--- config.mk ---
export PLATFORM = sky130hd
export DESIGN_NAME = vend_ctrl
export DESIGN_NICKNAME = d
export VERILOG_FILES = /design/src/rtl/vend_ctrl.sv
export SDC_FILE = /design/constraint.sdc
export NUM_CORES = 1
export LEC_CHECK = 0
export BUFFER_PORTS_ARGS = -buffer_cell sky130_fd_sc_hd__buf_2
export CAP_MARGIN = 15
export CORE_MARGIN = 2
export CORE_UTILIZATION = 39
export DETAILED_ROUTE_END_ITERATION = 8
export GPL_TIMING_DRIVEN = 0
export PLACE_DENSITY = 0.61
export SLEW_MARGIN = 20
export SYNTH_ARGS = -nofsm -noshare
export SYNTH_HDL_FRONTEND = slang
export SYNTH_SLANG_ARGS = --single-unit
--- constraint.sdc ---
create_clock -name clk -period 3.3 [get_ports clk]
set_clock_uncertainty 0.2 [all_clocks]
set_input_delay 0.99 -clock clk [delete_from_list [all_inputs] [get_ports clk]]
set_output_delay 0.99 -clock clk [all_outputs]
set_load 0.005 [all_outputs]
--- src/rtl/vend_ctrl.sv ---
// Vending-machine controller: credits coins, pulses dispense at PRICE, returns change one coin at a time.
// Optional idle auto-refund is compiled in when VEND_TIMEOUT_EN is defined.
module vend_ctrl #(
    parameter int PRICE       = 15,
    parameter int CREDIT_W    = 7,
    parameter int TIMEOUT_CYC = 1000
) (
    input  logic                clk,
    input  logic                rst_n,
    input  logic                coin_valid,
    input  logic [1:0]          coin_sel,
    input  logic                cancel,
    output logic                coin_reject,
    output logic                dispense,
    output logic                chg_valid,
    output logic [1:0]          chg_sel,
    input  logic                chg_ready,
    output logic [CREDIT_W-1:0] credit,
    output logic                timeout
);

    typedef enum logic [1:0] {
        COLLECT  = 2'd0,
        DISPENSE = 2'd1,
        CHANGE   = 2'd2
    } state_t;

    localparam logic [CREDIT_W-1:0] PRICE_C = CREDIT_W'(PRICE);

    // Elaboration-time sanity check of the configuration.
    if ((PRICE % 5) != 0 || PRICE < 5 || PRICE > 100 || TIMEOUT_CYC < 1 ||
        (PRICE + 20) >= (1 << CREDIT_W)) begin : g_bad_params
        $error("vend_ctrl: illegal PRICE/CREDIT_W/TIMEOUT_CYC combination");
    end

    function automatic logic [CREDIT_W-1:0] coin_value(input logic [1:0] sel);
        case (sel)
            2'b01:   coin_value = CREDIT_W'(5);
            2'b10:   coin_value = CREDIT_W'(10);
            2'b11:   coin_value = CREDIT_W'(25);
            default: coin_value = '0;
        endcase
    endfunction

    function automatic logic [1:0] greedy_coin(input logic [CREDIT_W-1:0] c);
        if (c >= CREDIT_W'(25))      greedy_coin = 2'b11;
        else if (c >= CREDIT_W'(10)) greedy_coin = 2'b10;
        else                         greedy_coin = 2'b01;
    endfunction

    state_t                state_reg;
    logic                  coin_ok;
    logic                  expire;
    logic [CREDIT_W-1:0]   sum_next;
    logic [CREDIT_W-1:0]   remainder_next;
    logic [CREDIT_W-1:0]   after_chg_next;

    always_comb begin
        coin_ok        = coin_valid && (coin_sel != 2'b00);
        sum_next       = credit + (coin_ok ? coin_value(coin_sel) : '0);
        remainder_next = credit - PRICE_C;
        after_chg_next = credit - coin_value(chg_sel);
    end

`ifdef VEND_TIMEOUT_EN
    localparam int TW = $clog2(TIMEOUT_CYC + 1);
    logic [TW-1:0] tmo_cnt_reg;

    // Counts idle COLLECT cycles while holding credit; expiry cycle is the TIMEOUT_CYC-th idle cycle.
    assign expire = (state_reg == COLLECT) && (credit != '0) &&
                    (tmo_cnt_reg == TW'(TIMEOUT_CYC - 1));

    always_ff @(posedge clk or negedge rst_n) begin
        if (!rst_n) begin
            tmo_cnt_reg <= '0;
        end else if (state_reg != COLLECT || coin_ok || credit == '0 || expire) begin
            tmo_cnt_reg <= '0;
        end else begin
            tmo_cnt_reg <= tmo_cnt_reg + TW'(1);
        end
    end
`else
    assign expire = 1'b0;
`endif

    always_ff @(posedge clk or negedge rst_n) begin
        if (!rst_n) begin
            state_reg   <= COLLECT;
            credit      <= '0;
            coin_reject <= 1'b0;
            dispense    <= 1'b0;
            chg_valid   <= 1'b0;
            chg_sel     <= 2'b00;
            timeout     <= 1'b0;
        end else begin
            coin_reject <= 1'b0;
            dispense    <= 1'b0;
            timeout     <= 1'b0;
            case (state_reg)
                COLLECT: begin
                    credit <= sum_next;
                    if ((cancel || expire) && sum_next != '0) begin
                        // Full refund, including any coin accepted this cycle.
                        state_reg <= CHANGE;
                        chg_valid <= 1'b1;
                        chg_sel   <= greedy_coin(sum_next);
                        timeout   <= expire && !cancel;
                    end else if (sum_next >= PRICE_C) begin
                        state_reg <= DISPENSE;
                        dispense  <= 1'b1;
                    end
                end
                DISPENSE: begin
                    coin_reject <= coin_ok;
                    credit      <= remainder_next;
                    if (remainder_next != '0) begin
                        state_reg <= CHANGE;
                        chg_valid <= 1'b1;
                        chg_sel   <= greedy_coin(remainder_next);
                    end else begin
                        state_reg <= COLLECT;
                    end
                end
                CHANGE: begin
                    coin_reject <= coin_ok;
                    if (chg_ready) begin
                        credit <= after_chg_next;
                        if (after_chg_next == '0) begin
                            state_reg <= COLLECT;
                            chg_valid <= 1'b0;
                            chg_sel   <= 2'b00;
                        end else begin
                            chg_sel <= greedy_coin(after_chg_next);
                        end
                    end
                end
                default: begin
                    state_reg <= COLLECT;
                    chg_valid <= 1'b0;
                    chg_sel   <= 2'b00;
                end
            endcase
        end
    end

endmodule

==> results.yml, run 1 <==
critical_path:
  critPathKind: "input port to flop"
  reg2reg_slack_ns: 0.14
  arrival_ns: 3.26
  crit_fanout: 6
  slowest_stage: "fa_2"
  worstSetupStartpointType: "input port"
  slowest_delay_ns: 0.40
  r2r_start: "credit[0]"
  r2r_cells: 11
  r2r_end: "state_reg[1]"
  crit_start: "coin_sel[0]"
  worst_ep_required_time_ns: 3.24
  crit_path_end_kind: "flop"
  crit_chain: "buf_8 -> and2_4 -> ha_4 -> fa_2 -> xor2_4 -> or3_4 -> or3b_4 -> mux2i_2 -> o31ai_2 -> o2111a_1 -> o21ai_2"
sta:
  rsz0062_at_grt: "true"
  fmax_ghz: 0.3010
  layout_min_cycle_time_ns: 3.322
  hold_viol: 0
  slew_viol_final: 0
  hold_ws_ns: 0.2828
  setup_violations: 1
  worst_slew_pin_slew_ns: 0.5638
  period_share_pct: 100.7
  slew_headroom_pct: 62.42
  worst_slack_ns: -0.02228
global_route:
  grt_usage_pct: 19.40
  grt_pass1_vias: 1643
  grt_remaining_overflow: 0
  grt_max_degree: 15
  antenna_found_initial: 0
  grt_pass1_wl_um: 7955
route:
  routedWlPerCell_um: 15.90
  drt_iter0_drc: 143
  route.detailed.drc: 0
  dr_wl_met3_um: 123
  wirelength_um: 4817
  routed.top_layer: "met4"
  route.vias.total: 1755
  wl_met2_um: 2363
  first_pass_iters: 4
  met1_length_um: 2262
  drtAntennaViolNets: 0
  vias_per_cell: 5.792
cts:
  cts_tree: "yes"
  cts_htree_levels: 1
  ctsLongestPathBuffers: 2
  cts_root_buf: "clkbuf_8"
  cts_buffers: 3
  ctsHoldBuffers: 0
  path_clk_slew_ns: 0.06
  cts_sinks: 14
  insertion_delay_ns: 0.25
die:
  ioPinCount: 20
  floorplan.rows: 24
  design.die.area_um2: 5258
  fp.dieH_um: 72.51
  start_util_pct: 41.19
  coreArea_um2: 4444
  die_x_um: 72.51
place:
  dpl.hpwl_um: 3745
  place_area_um2: 2024
  io_buffers: 18
  gp_congestion: 0.8734
synthesis:
  avgSynthCellArea_um2: 8.320
  synth_edf_count: 0
  ys_seq_area_share_pct: 19.14
  netlist_instances: 220
  async_flop_share_pct: 100.0
  yosysWarnings: 0
  ys_types: 64
  synth-main-ff-cell: "dfrtp_1"
  synth_seq_cells: 14
  synth_nets: 247
  synthesis.area_um2: 1831
job:
  drv_cap: 0
cells_and_area:
  multi_input_area_um2: 1564
  antenna_cells: 0
  syn_to_final_growth_pct: 26.66
  regArea_um2: 351.6
  layout.nets: 280
  largest_reg_flops: 7
  fillCellCount: 439
  drive_above_1_share_pct: 33.07
  design_area_um2: 2318
min_path:
  hp-class: "flop to flop"
  holdPathStages: 2
  hp-start: "chg_valid"
  hold_end: "chg_valid"
run_status:
  violations: "negative setup slack"
  status: "finished with violations"
## cells in the final DEF (no fill, tap or decap), drive strengths merged, types with 3 or more instances in the layout
master / synthesis / final
nand3: 4 / 4
a21oi: 6 / 6
nor3: 5 / 5
a21o: 3 / 3
nand2b: 3 / 3
or3b: 3 / 3
and2: 3 / 3
nor2: 13 / 13
nor2b: 4 / 4
ha: 18 / 18
inv: 10 / 10
nand2: 24 / 24
buf: 5 / 34
a211oi: 4 / 4
o21ai: 21 / 21
xor2: 7 / 7
clkbuf: 5 / 7
dfrtp: 14 / 14
mux2i: 3 / 3
and3: 3 / 3
o31ai: 6 / 6
xnor2: 6 / 6
or2: 5 / 5
a22oi: 3 / 3
nor4: 3 / 3
## worst max-delay path: cells and delay by family
family          cells  cell delay [ns]
xor+xnor            1             0.23
compound gates      3             0.54
simple gates        3             0.78
mux                 1             0.06
buf+inv             1             0.10
fa+ha+maj           2             0.56
## worst max-delay path by stage
stage / to / slack (ns) / depth (start not counted)
finish: chg_sel[0] / -0.02 / 11
global route: chg_sel[0] / -0.09 / 11
CTS: state_reg[1] / -0.01 / 11
detailed placement: chg_sel[1] / -0.41 / 11
global placement: chg_sel[1] / -0.40 / 11
floorplan: state_reg[1] / -0.10 / 10
## per-stage QoR
stage	setup WS, ns	cells	util [%]	TNS (ns)
6_report	-0.02228	303	52.17	-0.02228
5_1_grt	-0.09151	303	52.17	-0.2396
4_1_cts	-0.01335	301	49.89	-0.01335
3_5_place_dp	-0.4050	290	45.55	-1.704
3_3_place_gp	-0.3953	290	45.55	-1.613
2_1_floorplan	-0.1042	220	-	-0.1185
## synth_stat cells, types with 4 or more instances
| cell | number | area (um^2) |
|---|---|---|
| nor2_1 | 13 | 48.80 |
| nor2b_1 | 4 | 25.02 |
| nand2_1 | 24 | 90.09 |
| nor3_1 | 5 | 25.02 |
| xnor2_1 | 6 | 52.55 |
| o31ai_1 | 5 | 37.54 |
| inv_1 | 10 | 37.54 |
| o21ai_0 | 17 | 85.08 |
| clkbuf_1 | 5 | 18.77 |
| nand3_1 | 4 | 20.02 |
| a21oi_1 | 6 | 30.03 |
| xor2_1 | 6 | 52.55 |
| dfrtp_1 | 14 | 350.3 |
| ha_1 | 18 | 225.2 |
## repair_timing
action                     CTS  global route
pin swaps                   14            10
gates resized for setup     21            17
gates cloned                 0             0
setup endpoints to repair    4             5
setup buffers                8             3
hold endpoints to repair     0             0
## routing by layer
metal	vias up	track usage [%]
met4	0	4.938
li1	878	-
met3	6	2.083
met1	842	27.05
met5	-	0
met2	29	32.11
## final cells by class
cell class / count / share of cell area (%)
Clock buffer: 3 / 1.781
Inverter: 10 / 1.619
Tap cell: 52 / 2.806
Timing Repair Buffer: 29 / 8.419
Multi-Input combinational cell: 186 / 67.46
Sequential cell: 14 / 15.16
Buffer: 9 / 2.752
## cells by family after synthesis
family | count (synthesis) | synth area share [%]
AO/OA/AOI/OAI | 71 | 29.12
XOR/XNOR | 13 | 6.630
adder cells (fa/ha/maj) | 20 | 14.49
buffers and inverters | 20 | 5.742
flip-flops | 14 | 19.14
multiplexers | 4 | 2.461
other | 1 | 0.2049
AND/OR/NAND/NOR | 77 | 22.22
Power of run 1 is not shown: default switching activity piles up to over one toggle a cycle in this logic, so the estimate is an artifact.
==> run 2, diff against run 1 <==
--- a/config.mk
+++ b/config.mk
@@ -12,6 +12,7 @@
 export DETAILED_ROUTE_END_ITERATION = 8
 export GPL_TIMING_DRIVEN = 0
 export PLACE_DENSITY = 0.61
+export RECOVER_POWER = 25
 export SLEW_MARGIN = 20
 export SYNTH_ARGS = -nofsm -noshare
 export SYNTH_HDL_FRONTEND = slang
==> run 2 against run 1 <==
Net effect:
- the flow still finishes with violations (negative setup slack)
- worst hold slack is the same
- core utilization about the same
- critical path depth is the same
- cell area about the same
- sequential share of layout area barely moved
- register-to-register slack hardly changed
- setup slack is the same
- die area unchanged
- critical path type unchanged
- largest cell class unchanged
- highest routed layer unchanged
==> results.yml, run 2 (same netlist as run 1, synthesis figures left out) <==
run_status:
  status: "finished with violations"
  violations: "negative setup slack"
place:
  gp_congestion: 0.8734
  io_buffers: 18
  dpl.hpwl_um: 3745
  dpl_worst_slack_ns: -0.4050
  placed_cells: 290
global_route:
  grt_pass1_vias: 1643
  grt_remaining_overflow: 0
  grt_pass1_wl_um: 7955
  antenna_found_initial: 0
  grt_usage_pct: 19.40
  grt_max_degree: 15
die:
  die_x_um: 72.51
  design.die.area_um2: 5258
  start_util_pct: 41.19
  floorplan.rows: 24
  coreArea_um2: 4444
  fp.dieH_um: 72.51
  ioPinCount: 20
sta:
  period_share_pct: 100.7
  setup-tns-final_ns: -0.02228
  setup_violations: 1
  rsz0062_at_grt: "true"
  slew_headroom_pct: 45.98
  slew_viol_final: 0
  hold_ws_ns: 0.2828
  hold_viol: 0
  layout_min_cycle_time_ns: 3.322
  worst_slew_pin_slew_ns: 0.8104
  worst_slack_ns: -0.02228
  fmax_ghz: 0.3010
critical_path:
  worstSetupStartpointType: "input port"
  reg2reg_slack_ns: 0.14
  critPathBufInv: 1
  crit_chain: "buf_8 -> and2_4 -> ha_4 -> fa_2 -> xor2_4 -> or3_4 -> or3b_4 -> mux2i_2 -> o31ai_2 -> o2111a_1 -> o21ai_2"
  critPathKind: "input port to flop"
  cp_top_family: "simple AND/OR/NAND/NOR gates"
  crit_path_end_kind: "flop"
  worst_ep_required_time_ns: 3.24
  slowest_stage: "fa_2"
  arrival_ns: 3.26
  crit_fanout: 6
  slowest_delay_ns: 0.40
cells_and_area:
  fin_cells: 303
  mostFrequentLayoutCell: "nand2_1"
  antenna_cells: 0
  final_cell_mix: "nand2_1 (24), buf_2 (16), o21ai_0 (15)"
  fillCellCount: 439
  drive_above_1_share_pct: 32.67
  largest_reg_flops: 7
  syn_to_final_growth_pct: 26.59
  layout.nets: 280
route:
  wirelength_um: 4819
  drtAntennaViolNets: 0
  routedWlPerCell_um: 15.90
  drt_iter0_drc: 143
  vias_per_cell: 5.792
  route.vias.total: 1755
  route.detailed.drc: 0
  first_pass_iters: 4
cts:
  cts_htree_levels: 1
  ctsHoldBuffers: 0
  cts_buffers: 3
  path_clk_slew_ns: 0.06
  cts_tree: "yes"
  cts_sinks: 14
  insertion_delay_ns: 0.25
  cts_root_buf: "clkbuf_8"
  ctsLongestPathBuffers: 2
min_path:
  hp-class: "flop to flop"
job:
  drv_cap: 0
==> run 2: changes by cell type in the layout (fill, tap and decap cells not counted), sizes merged <==
cell and delta:
buf -1, clkbuf +1
==> run 2: worst min-delay path: stages, from the launching register on <==
cell and delay [ns]:
dfrtp_1 0.34, o21ai_1 0.06, o31ai_1 0.05
==> run 2: final timing paths <==
kind | from | endpoint | depth (start not counted)
max in group asynchronous | rst_n | credit[0] | 1
max | coin_sel[0] | chg_sel[0] | 11
max reg2reg | credit[0] | state_reg[1] | 11
min | chg_valid | chg_valid | 2
min in group asynchronous | rst_n | credit[1] | 1
min reg2reg | chg_valid | chg_valid | 2
==> run 2: layout make-up <==
type / count / area [um^2] / share of cell area (%)
multi-input cells: 186 / 1564 / 67.49
flip-flops and latches: 14 / 351.6 / 15.17
repair buffers: 29 / 193.9 / 8.369
well taps: 52 / 65.06 / 2.808
plain buffers: 9 / 63.81 / 2.754
clock buffers: 3 / 41.29 / 1.782
inverters: 10 / 37.54 / 1.620
==> run 2: per-stage QoR <==
stage / cell area (um^2) / utilization [%]
4_1_cts: 2217 / 49.89
3_3_place_gp: 2024 / 45.55
3_5_place_dp: 2024 / 45.55
2_1_floorplan: 1869 / -
5_1_grt: 2317 / 52.14
6_report: 2317 / 52.14
==> run 2: repair_timing <==
item / in CTS / in global routing
endpoints found under the setup margin: 4 / 5
gates resized for setup: 21 / 17
buffers inserted: 8 / 3
pin swaps: 14 / 10
==> run 2: routing by layer <==
layer | wire, um | global-route usage [%] | share of wire (%)
met5 | 0 | 0 | 0
met4 | 68 | 4.938 | 1.4
met1 | 2263 | 27.05 | 47
met3 | 123 | 2.083 | 2.6
met2 | 2363 | 32.11 | 49
Power of run 2 is left out for the same reason.
